--- src/rtl/key_pkg.sv ---
// Shared types and default timing constants for the push-button conditioner.
package key_pkg;

  typedef enum logic [1:0] {
    S_UP      = 2'd0,
    S_WAIT_DN = 2'd1,
    S_DOWN    = 2'd2,
    S_WAIT_UP = 2'd3
  } key_state_t;

  // 12 ms debounce and 1 s long-press at 50 MHz
  localparam int DEB_CYCLES_DEF  = 600000;
  localparam int LONG_CYCLES_DEF = 50000000;
  localparam int CNT_W_DEF       = 26;

  // Short values that keep simulations fast
  localparam int DEB_SIM  = 4;
  localparam int LONG_SIM = 20;

endpackage

--- src/rtl/key_debounce_ch.sv ---
// One key channel: 2-flop synchronizer, debounce FSM, hold timer and
// registered press / release / long-press pulses.
//
//   state     | meaning
//   ----------+------------------------------------------------------------
//   S_UP      | key accepted as released
//   S_WAIT_DN | key sampled pressed, waiting for it to stay pressed
//   S_DOWN    | key accepted as pressed (hold timer running)
//   S_WAIT_UP | key sampled released, waiting for it to stay released
module key_debounce_ch
  import key_pkg::*;
#(
  parameter int DEB_CYCLES  = DEB_CYCLES_DEF,
  parameter int LONG_CYCLES = LONG_CYCLES_DEF,
  parameter int CNT_W       = CNT_W_DEF
) (
  input  logic i_clk,
  input  logic i_rst_n,
  input  logic i_key_n,
  output logic o_level,
  output logic o_press,
  output logic o_release,
  output logic o_long
);

  localparam logic [CNT_W-1:0] DEB_LAST  = CNT_W'(DEB_CYCLES - 1);
  localparam logic [CNT_W-1:0] LONG_LAST = CNT_W'(LONG_CYCLES - 1);
  localparam logic [CNT_W-1:0] CNT_ONE   = CNT_W'(1);

  logic [1:0]       sync_q;
  logic             s;
  key_state_t       state, state_nxt;
  logic [CNT_W-1:0] deb_cnt, deb_nxt;
  logic [CNT_W-1:0] long_cnt, long_nxt;
  logic             long_done, done_nxt;
  logic             level_nxt, press_nxt, release_nxt, long_pulse_nxt;

  // Bring the asynchronous key into the clock domain; idle level is released
  always_ff @(posedge i_clk or negedge i_rst_n) begin
    if (!i_rst_n) sync_q <= 2'b11;
    else          sync_q <= {sync_q[0], i_key_n};
  end

  assign s = sync_q[1];

  // State, counters and output pulse registers
  always_ff @(posedge i_clk or negedge i_rst_n) begin
    if (!i_rst_n) begin
      state     <= S_UP;
      deb_cnt   <= '0;
      long_cnt  <= '0;
      long_done <= 1'b0;
      o_level   <= 1'b0;
      o_press   <= 1'b0;
      o_release <= 1'b0;
      o_long    <= 1'b0;
    end else begin
      state     <= state_nxt;
      deb_cnt   <= deb_nxt;
      long_cnt  <= long_nxt;
      long_done <= done_nxt;
      o_level   <= level_nxt;
      o_press   <= press_nxt;
      o_release <= release_nxt;
      o_long    <= long_pulse_nxt;
    end
  end

  // Next-state, counter and pulse decisions
  always_comb begin
    state_nxt      = state;
    deb_nxt        = deb_cnt;
    long_nxt       = long_cnt;
    done_nxt       = long_done;
    press_nxt      = 1'b0;
    release_nxt    = 1'b0;
    long_pulse_nxt = 1'b0;

    // Hold timer runs through release bounces so they never restart it
    if ((state == S_DOWN || state == S_WAIT_UP) && !long_done) begin
      if (long_cnt == LONG_LAST) begin
        long_pulse_nxt = 1'b1;
        done_nxt       = 1'b1;
      end else begin
        long_nxt = long_cnt + CNT_ONE;
      end
    end

    case (state)
      S_UP: begin
        if (!s) begin
          state_nxt = S_WAIT_DN;
          deb_nxt   = '0;
        end
      end
      S_WAIT_DN: begin
        if (s) begin
          state_nxt = S_UP;
          deb_nxt   = '0;
        end else if (deb_cnt == DEB_LAST) begin
          state_nxt = S_DOWN;
          press_nxt = 1'b1;
          long_nxt  = '0;
          done_nxt  = 1'b0;
        end else begin
          deb_nxt = deb_cnt + CNT_ONE;
        end
      end
      S_DOWN: begin
        if (s) begin
          state_nxt = S_WAIT_UP;
          deb_nxt   = '0;
        end
      end
      S_WAIT_UP: begin
        if (!s) begin
          state_nxt = S_DOWN;
        end else if (deb_cnt == DEB_LAST) begin
          state_nxt   = S_UP;
          release_nxt = 1'b1;
        end else begin
          deb_nxt = deb_cnt + CNT_ONE;
        end
      end
      default: state_nxt = S_UP;
    endcase

    level_nxt = (state_nxt == S_DOWN) || (state_nxt == S_WAIT_UP);
  end

endmodule

--- src/rtl/key_conditioner.sv ---
// Debounces N_KEYS raw active-low push-buttons into clean level and pulse
// outputs for the recorder/player control FSM.
module key_conditioner
  import key_pkg::*;
#(
  parameter int N_KEYS      = 3,
  parameter int DEB_CYCLES  = DEB_CYCLES_DEF,
  parameter int LONG_CYCLES = LONG_CYCLES_DEF,
  parameter int CNT_W       = CNT_W_DEF
) (
  input  logic              i_clk,
  input  logic              i_rst_n,
  input  logic [N_KEYS-1:0] i_key_n,
  output logic [N_KEYS-1:0] o_level,
  output logic [N_KEYS-1:0] o_press,
  output logic [N_KEYS-1:0] o_release,
  output logic [N_KEYS-1:0] o_long,
  output logic              o_any_press
);

  // Independent channels; any priority between keys is left to the consumer
  for (genvar k = 0; k < N_KEYS; k++) begin : g_ch
    key_debounce_ch #(
      .DEB_CYCLES (DEB_CYCLES),
      .LONG_CYCLES(LONG_CYCLES),
      .CNT_W      (CNT_W)
    ) u_ch (
      .i_clk    (i_clk),
      .i_rst_n  (i_rst_n),
      .i_key_n  (i_key_n[k]),
      .o_level  (o_level[k]),
      .o_press  (o_press[k]),
      .o_release(o_release[k]),
      .o_long   (o_long[k])
    );
  end

  assign o_any_press = |o_press;

endmodule

--- config.mk ---
export PLATFORM = sky130hd
export DESIGN_NAME = key_conditioner
export DESIGN_NICKNAME = d
export VERILOG_FILES = /design/src/rtl/key_pkg.sv /design/src/rtl/key_debounce_ch.sv /design/src/rtl/key_conditioner.sv
export SDC_FILE = /design/constraint.sdc
export NUM_CORES = 1
export LEC_CHECK = 0
export BUFFER_PORTS_ARGS = -buffer_cell sky130_fd_sc_hd__buf_2
export CORE_ASPECT_RATIO = 0.9
export CORE_MARGIN = 1.5
export CORE_UTILIZATION = 35
export DETAILED_ROUTE_END_ITERATION = 8
export SLEW_MARGIN = 25
export SYNTH_ARGS = -nofsm -noshare
export SYNTH_HDL_FRONTEND = slang
export SYNTH_SLANG_ARGS = --single-unit
--- constraint.sdc ---
create_clock -name i_clk -period 3.1 [get_ports i_clk]
set_input_delay 0.155 -clock i_clk [delete_from_list [all_inputs] [get_ports i_clk]]
set_output_delay 0.155 -clock i_clk [all_outputs]
set_load 0.01 [all_outputs]
==> impl_metrics.ini, run 1 <==
[status]
outcome = completed

[sta]
timing.fmax_mhz = 405
worst_pin_slew_ps = 817
setup_viol = 0
drv_slew = 0
finalHoldViolCount = 0
fin_crit_sh_pct = 79.7
finalSetupTns_ps = 0
relSlewSlack_pct = 44.0
fin_crit_ps = 2470
skew_ps = 16.1
rsz0062_at_grt = false

[global_routing]
antenna_found_initial = 0
grt_max_degree = 99
grt_pass1_vias = 7157
overflow = 0
grtUsageTotal_pct = 14.6
grt_pass1_wl_um = 34700

[clocking]
ctsHtreeMaxLevel = 4
cts_resized = 0
cts_inserted_buffers = 17
postCtsHoldBufs = 4
worstSkewPairLatency_ps = 440
cts_sinks = 183
root_buffer = clkbuf_16
clk_pin_slew_ps = 80
post_cts_buffers = 0
cts_tree = built
cts_buffer_depth = 2

[yosys]
ys_ff_latch = 183
synthArstFlopShare_pct = 100
seq_area_frac_synth_pct = 47.0
ys_warn_count = 0
synth_top_area_share_pct = 45.4
synth_cell_type_count = 70
synth_edf_count = 0
ys.flop_type = dfrtp_1
synth_area_leaders = dfrtp_1, xor2_1, nor2_1
syn_inst = 1044
synth_nets = 1055
syn_area_per_cell_um2 = 9.35
yosys.area.top_type = dfrtp_1
syn-cell-area_mm2 = 0.00976

[die]
io-pin-count = 18
die_area_mm2 = 0.0289
core_area_mm2 = 0.0272
dieWidth_um = 179
fp-row-count = 57
start_util_pct = 35.9
dieHeight_um = 161

[worst_setup_path]
cp-end-kind = flop
required_ps = 3460
cp_max_fo = 29
start_kind = flop
criticalPathCategory = flop to flop
crit_arrival_ps = 2830

[layout]
multi_input_area_mm2 = 0.00482
post-route-util_pct = 39.5
regArea_mm2 = 0.00459
final_nets = 1052
num_antenna_cells = 0
syn2layout_area_growth_pct = 10.0
final_area_mm2 = 0.0107
fin_cells = 1408
nFillCells = 2667
drive_above_1_share_pct = 8.16

[place]
placed_area_mm2 = 0.0101
routabilityCongestion = 0.780
io_buffers = 17
dpl.cell_count = 1372
place_hpwl_um = 13000

[routing]
wl_per_cell_um = 14.1
routed_wl_um = 19800
viasPerCell = 5.42
drc = 0
antenna_left = 0
firstDrtPassIters = 4
dr_total_vias = 7626
dr.first_iter.drc_count = 479

[power]
totalPowerFinal_w = 0.00477
powerDensity_mw_per_mm2 = 444
p_leak_nw = 4.51
peakVddDrop_uv = 335

[run]
drv_cap = 0

[hold_path]
hp-class = input pin to asynchronous set/reset pin
==> Yosys cell counts (22+ instances only) <==
library cell  number
or3_1             35
nor2_1           113
a21oi_1           58
xor2_1            58
and3_1            22
o21ai_0           40
nand2_1           89
nand3_1           54
nand4_1           55
nor4_1            23
dfrtp_1          177
nor3_1            27
==> final timing paths <==
kind                                         startpoint                         to  slack [ps]  cells after the start
worst max-delay path            g_ch[0].u_ch.deb_cnt[0]   g_ch[0].u_ch.deb_cnt[17]         630                      6
worst min-delay path                            i_rst_n  g_ch[2].u_ch.long_cnt[16]         340                      2
worst max register to register  g_ch[0].u_ch.deb_cnt[0]   g_ch[0].u_ch.deb_cnt[17]         630                      6
worst min register to register   g_ch[2].u_ch.sync_q[0]     g_ch[2].u_ch.sync_q[1]         360                      0
max in group asynchronous                       i_rst_n     g_ch[0].u_ch.sync_q[1]        1900                      3
min in group i_clk                           i_key_n[0]     g_ch[0].u_ch.sync_q[0]         360                      2
==> flip-flops by register name (all words and copies together), names as in the netlist <==
name                 count
g_ch.u_ch.o_press        3
g_ch.u_ch.o_level        3
g_ch.u_ch.long_done      3
g_ch.u_ch.o_long         3
g_ch.u_ch.sync_q         6
g_ch.u_ch.o_release      3
g_ch.u_ch.state          6
g_ch.u_ch.long_cnt      78
g_ch.u_ch.deb_cnt       78
==> per-stage QoR <==
stage	hold slack (ps)	setup WS (ps)
floorplan	-141	993
finish	343	629
CTS	339	628
global route	342	450
global placement	261	710
detailed placement	262	673
==> logic make-up (layout without fill, tap and decap cells) <==
logic type               Yosys count  count (layout)  synth area share, %
multiplexers                      12              12                 1.26
AO/OA/AOI/OAI                    172             172                 10.8
AND/OR/NAND/NOR                  521             521                 29.5
flip-flops                       183             183                 47.0
adder cells (fa/ha/maj)            6               6                0.769
XOR/XNOR                          78              78                 7.00
buffers and inverters             72              82                 3.68
==> cells in the final DEF (no fill, tap or decap), types with 4 or more instances in the layout <==
cell,netlist,layout
nand3_1,54,54
inv_1,18,18
xnor2_1,20,20
or2_2,4,4
and4_1,21,21
dlygate4sd3_1,0,4
o21ai_1,7,6
buf_2,20,16
o21ai_0,40,40
o21a_1,4,4
mux2i_1,10,9
or3_1,35,35
nand2_1,89,89
nor2_1,113,112
o31ai_1,14,14
or4_1,21,21
clkinv_8,0,4
a21oi_1,58,58
dfstp_2,6,6
nand2b_1,14,14
nor4b_1,5,5
a31oi_1,11,11
and3_1,22,22
nor3_1,27,27
xor2_1,58,58
buf_4,14,9
clkbuf_16,0,17
nor4_1,23,23
inv_6,0,4
and2_1,10,10
o211ai_1,7,7
dfrtp_1,177,177
a41o_1,4,4
ha_1,6,6
nor4bb_1,5,5
nand4_1,55,55
==> critical path, stage by stage (launching register included) <==
cell and delay [ps]:
dfrtp_1 440, ha_1 260, and3_1 290, and3_4 250, a21o_1 430, or4_1 560
a21oi_1 170
==> routing by layer <==
| metal | track usage, % | up-vias | routed length, um |
|---|---|---|---|
| li1 | - | 3818 | - |
| met1 | 20.6 | 3694 | 10100 |
| met2 | 22.6 | 101 | 8960 |
| met3 | 2.75 | 13 | 544 |
| met4 | 4.13 | 0 | 195 |
| met5 | 0 | - | 0 |
==> report_power, final <==
part           internal, W  switching, W
registers          0.00241     0.0000310
logic            0.0000490      0.000125
clock network      0.00108       0.00107
==> area by class of cell <==
cell class | count | share of cell area (%)
clock buffers | 18 | 4.00
clock inverters | 14 | 1.49
inverters | 19 | 0.664
multi-input cells | 789 | 44.9
flip-flops and latches | 183 | 42.7
well taps | 354 | 4.13
repair buffers | 31 | 2.06
(Power assumes the default switching activity.)
==> inputs of run 2 (changes only) <==
--- a/config.mk
+++ b/config.mk
@@ -5,6 +5,7 @@
 export SDC_FILE = /design/constraint.sdc
 export NUM_CORES = 1
 export LEC_CHECK = 0
+export ABC_AREA = 1
 export BUFFER_PORTS_ARGS = -buffer_cell sky130_fd_sc_hd__buf_2
 export CORE_ASPECT_RATIO = 0.9
 export CORE_MARGIN = 1.5
==> constraint.sdc (replaced) <==
create_clock -name i_clk -period 2.3 [get_ports i_clk]
set_input_delay 0.115 -clock i_clk [delete_from_list [all_inputs] [get_ports i_clk]]
set_output_delay 0.115 -clock i_clk [all_outputs]
set_load 0.01 [all_outputs]
==> run 2 against run 1 <==
Worst setup slack got worse by 410 ps. Global-route usage increased by 2.5 points. Synthesized cell count increased by 65%. Final cell count increased by 55%. Clock-buffer cell count increased by 1. Clock power increased by 50%.
==> impl_metrics.ini, run 2 <==
[status]
outcome = completed

[sta]
finalSetupTns_ps = 0
timing.fmax_mhz = 480
fin_crit_sh_pct = 90.5
finalHoldViolCount = 0
rsz0062_at_grt = false
worst_pin_slew_ps = 639
fin_crit_ps = 2080
setup_viol = 0
relSlewSlack_pct = 57.1
skew_ps = 11.9
drv_slew = 0
hold-worst-slack_ps = 215

[yosys]
syn_area_per_cell_um2 = 6.68
synth_top_area_share_pct = 38.4
ys_warn_count = 0
syn_inst = 1725
ys.flop_type = dfrtp_1
synth_nets = 1736
synth_edf_count = 0
yosys.area.top_type = dfrtp_1
synthTopCellsByCount = nand2_1, nor2_1, inv_1
synth_area_leaders = dfrtp_1, nand2_1, nor2_1
seq_area_frac_synth_pct = 39.8
ys_ff_latch = 183
synthArstFlopShare_pct = 100
synth_cell_type_count = 46
synth.most_common_cell = nand2_1
syn-cell-area_mm2 = 0.0115

[die]
dieWidth_um = 194
fp-row-count = 62
io-pin-count = 18
dieHeight_um = 175
start_util_pct = 35.8
die_area_mm2 = 0.0340
core_area_mm2 = 0.0322

[run]
drv_cap = 0

[routing]
viasPerCell = 4.90
firstDrtPassIters = 5
antenna_left = 0
routed_wl_um = 28000
dr_total_vias = 10675
drc = 0
dr.first_iter.drc_count = 770
wl_per_cell_um = 12.8

[power]
p_leak_nw = 5.96
totalPowerFinal_w = 0.00672
powerDensity_mw_per_mm2 = 527
peakVddDrop_uv = 552

[clocking]
cts_inserted_buffers = 17
root_buffer = clkbuf_16
ctsHtreeMaxLevel = 4
clk_pin_slew_ps = 70
worstSkewPairLatency_ps = 440
cts_sinks = 183
cts_tree = built
cts_buffer_depth = 2
post_cts_buffers = 0

[layout]
final_nets = 1761
reg.largest.list = g_ch.u_ch.deb_cnt (78), g_ch.u_ch.long_cnt (78)
syn2layout_area_growth_pct = 10.6
num_antenna_cells = 0
final_common_cell = nand2_1
final_cell_mix = nand2_1, nor2_1, inv_1
drive_above_1_share_pct = 6.47
fin_cells = 2179
post-route-util_pct = 39.6

[place]
routabilityCongestion = 0.920
place_hpwl_um = 20400
dpl.cell_count = 2143
io_buffers = 17

[global_routing]
grtUsageTotal_pct = 17.1
antenna_found_initial = 0
grt_pass1_wl_um = 48000
grt_pass1_vias = 10002
overflow = 0
grt_max_degree = 61

[worst_setup_path]
criticalPathCategory = flop to flop
start_kind = flop
crit_arrival_ps = 2410
cp_max_fo = 10
cp-end-kind = flop
required_ps = 2620

[hold_path]
hp-class = input pin to asynchronous set/reset pin
-- run 2: critical path, stage by stage (launching register included) --
cell,delay [ps]
dfrtp_1,400
ha_1,230
nand2_1,90
nor2_1,230
nand3_1,150
nor3_1,360
nand2_2,230
o21ai_0,190
nor2_1,90
-- run 2: final timing paths --
check                                        start                   endpoint  slack, ps  depth (start not counted)
max reg2reg                g_ch[2].u_ch.deb_cnt[0]  g_ch[2].u_ch.long_cnt[24]        220                          8
min reg2reg                 g_ch[0].u_ch.sync_q[0]     g_ch[0].u_ch.sync_q[1]        360                          0
max in group asynchronous                  i_rst_n  g_ch[0].u_ch.long_cnt[25]       1350                          3
max                        g_ch[2].u_ch.deb_cnt[0]  g_ch[2].u_ch.long_cnt[24]        220                          8
min                                        i_rst_n    g_ch[2].u_ch.deb_cnt[3]        220                          2
min in group i_clk                      i_key_n[1]     g_ch[1].u_ch.sync_q[0]        300                          2
-- run 2: cells by family after synthesis --
| family | Yosys count | synth area share (%) |
|---|---|---|
| AOI/OAI and AO/OA | 147 | 7.02 |
| buffers and inverters | 282 | 10.0 |
| and+or+nand+nor | 1077 | 40.2 |
| adders and majority gates | 6 | 0.651 |
| DFF | 183 | 39.8 |
| xor gates and xnor gates | 30 | 2.28 |
-- run 2: area by class of cell --
class | instances | area, um^2
clock inverters | 13 | 193
inverters | 250 | 938
fillers | 3343 | 19400
clock buffers | 19 | 443
repair buffers | 38 | 287
well taps | 416 | 520
flip-flops and latches | 183 | 4590
multi-input cells | 1260 | 5790
-- run 2: layer usage --
metal | share of wire, % | up-vias | track usage (%)
met3 | 4.5 | 19 | 2.84
li1 | - | 5504 | -
met4 | 1.0 | 0 | 4.56
met1 | 51 | 4936 | 24.2
met2 | 44 | 216 | 26.9
met5 | 0 | - | 0
-- run 2: what timing repair did --
| item | in CTS | in global routing |
|---|---|---|
| hold buffers | 4 | 0 |
| gates resized for setup | 0 | 2 |
| setup endpoints to repair | 0 | 8 |
| hold endpoints to repair | 58 | 0 |
-- run 2: metrics by stage --
stage / setup slack [ps] / instance area [um^2]
after global routing: 19.2 / 12800
final: 218 / 12800
after global placement: 221 / 12100
after detailed placement: 165 / 12100
after floorplan: 627 / 11500
after CTS: 137 / 12800
-- run 2: power breakdown --
group	leakage [nW]	switching [W]	internal [W]	total (W)
logic	3.14	0.000171	0.0000580	0.000229
registers	2.52	0.0000265	0.00325	0.00327
clock network	0.293	0.00136	0.00186	0.00322
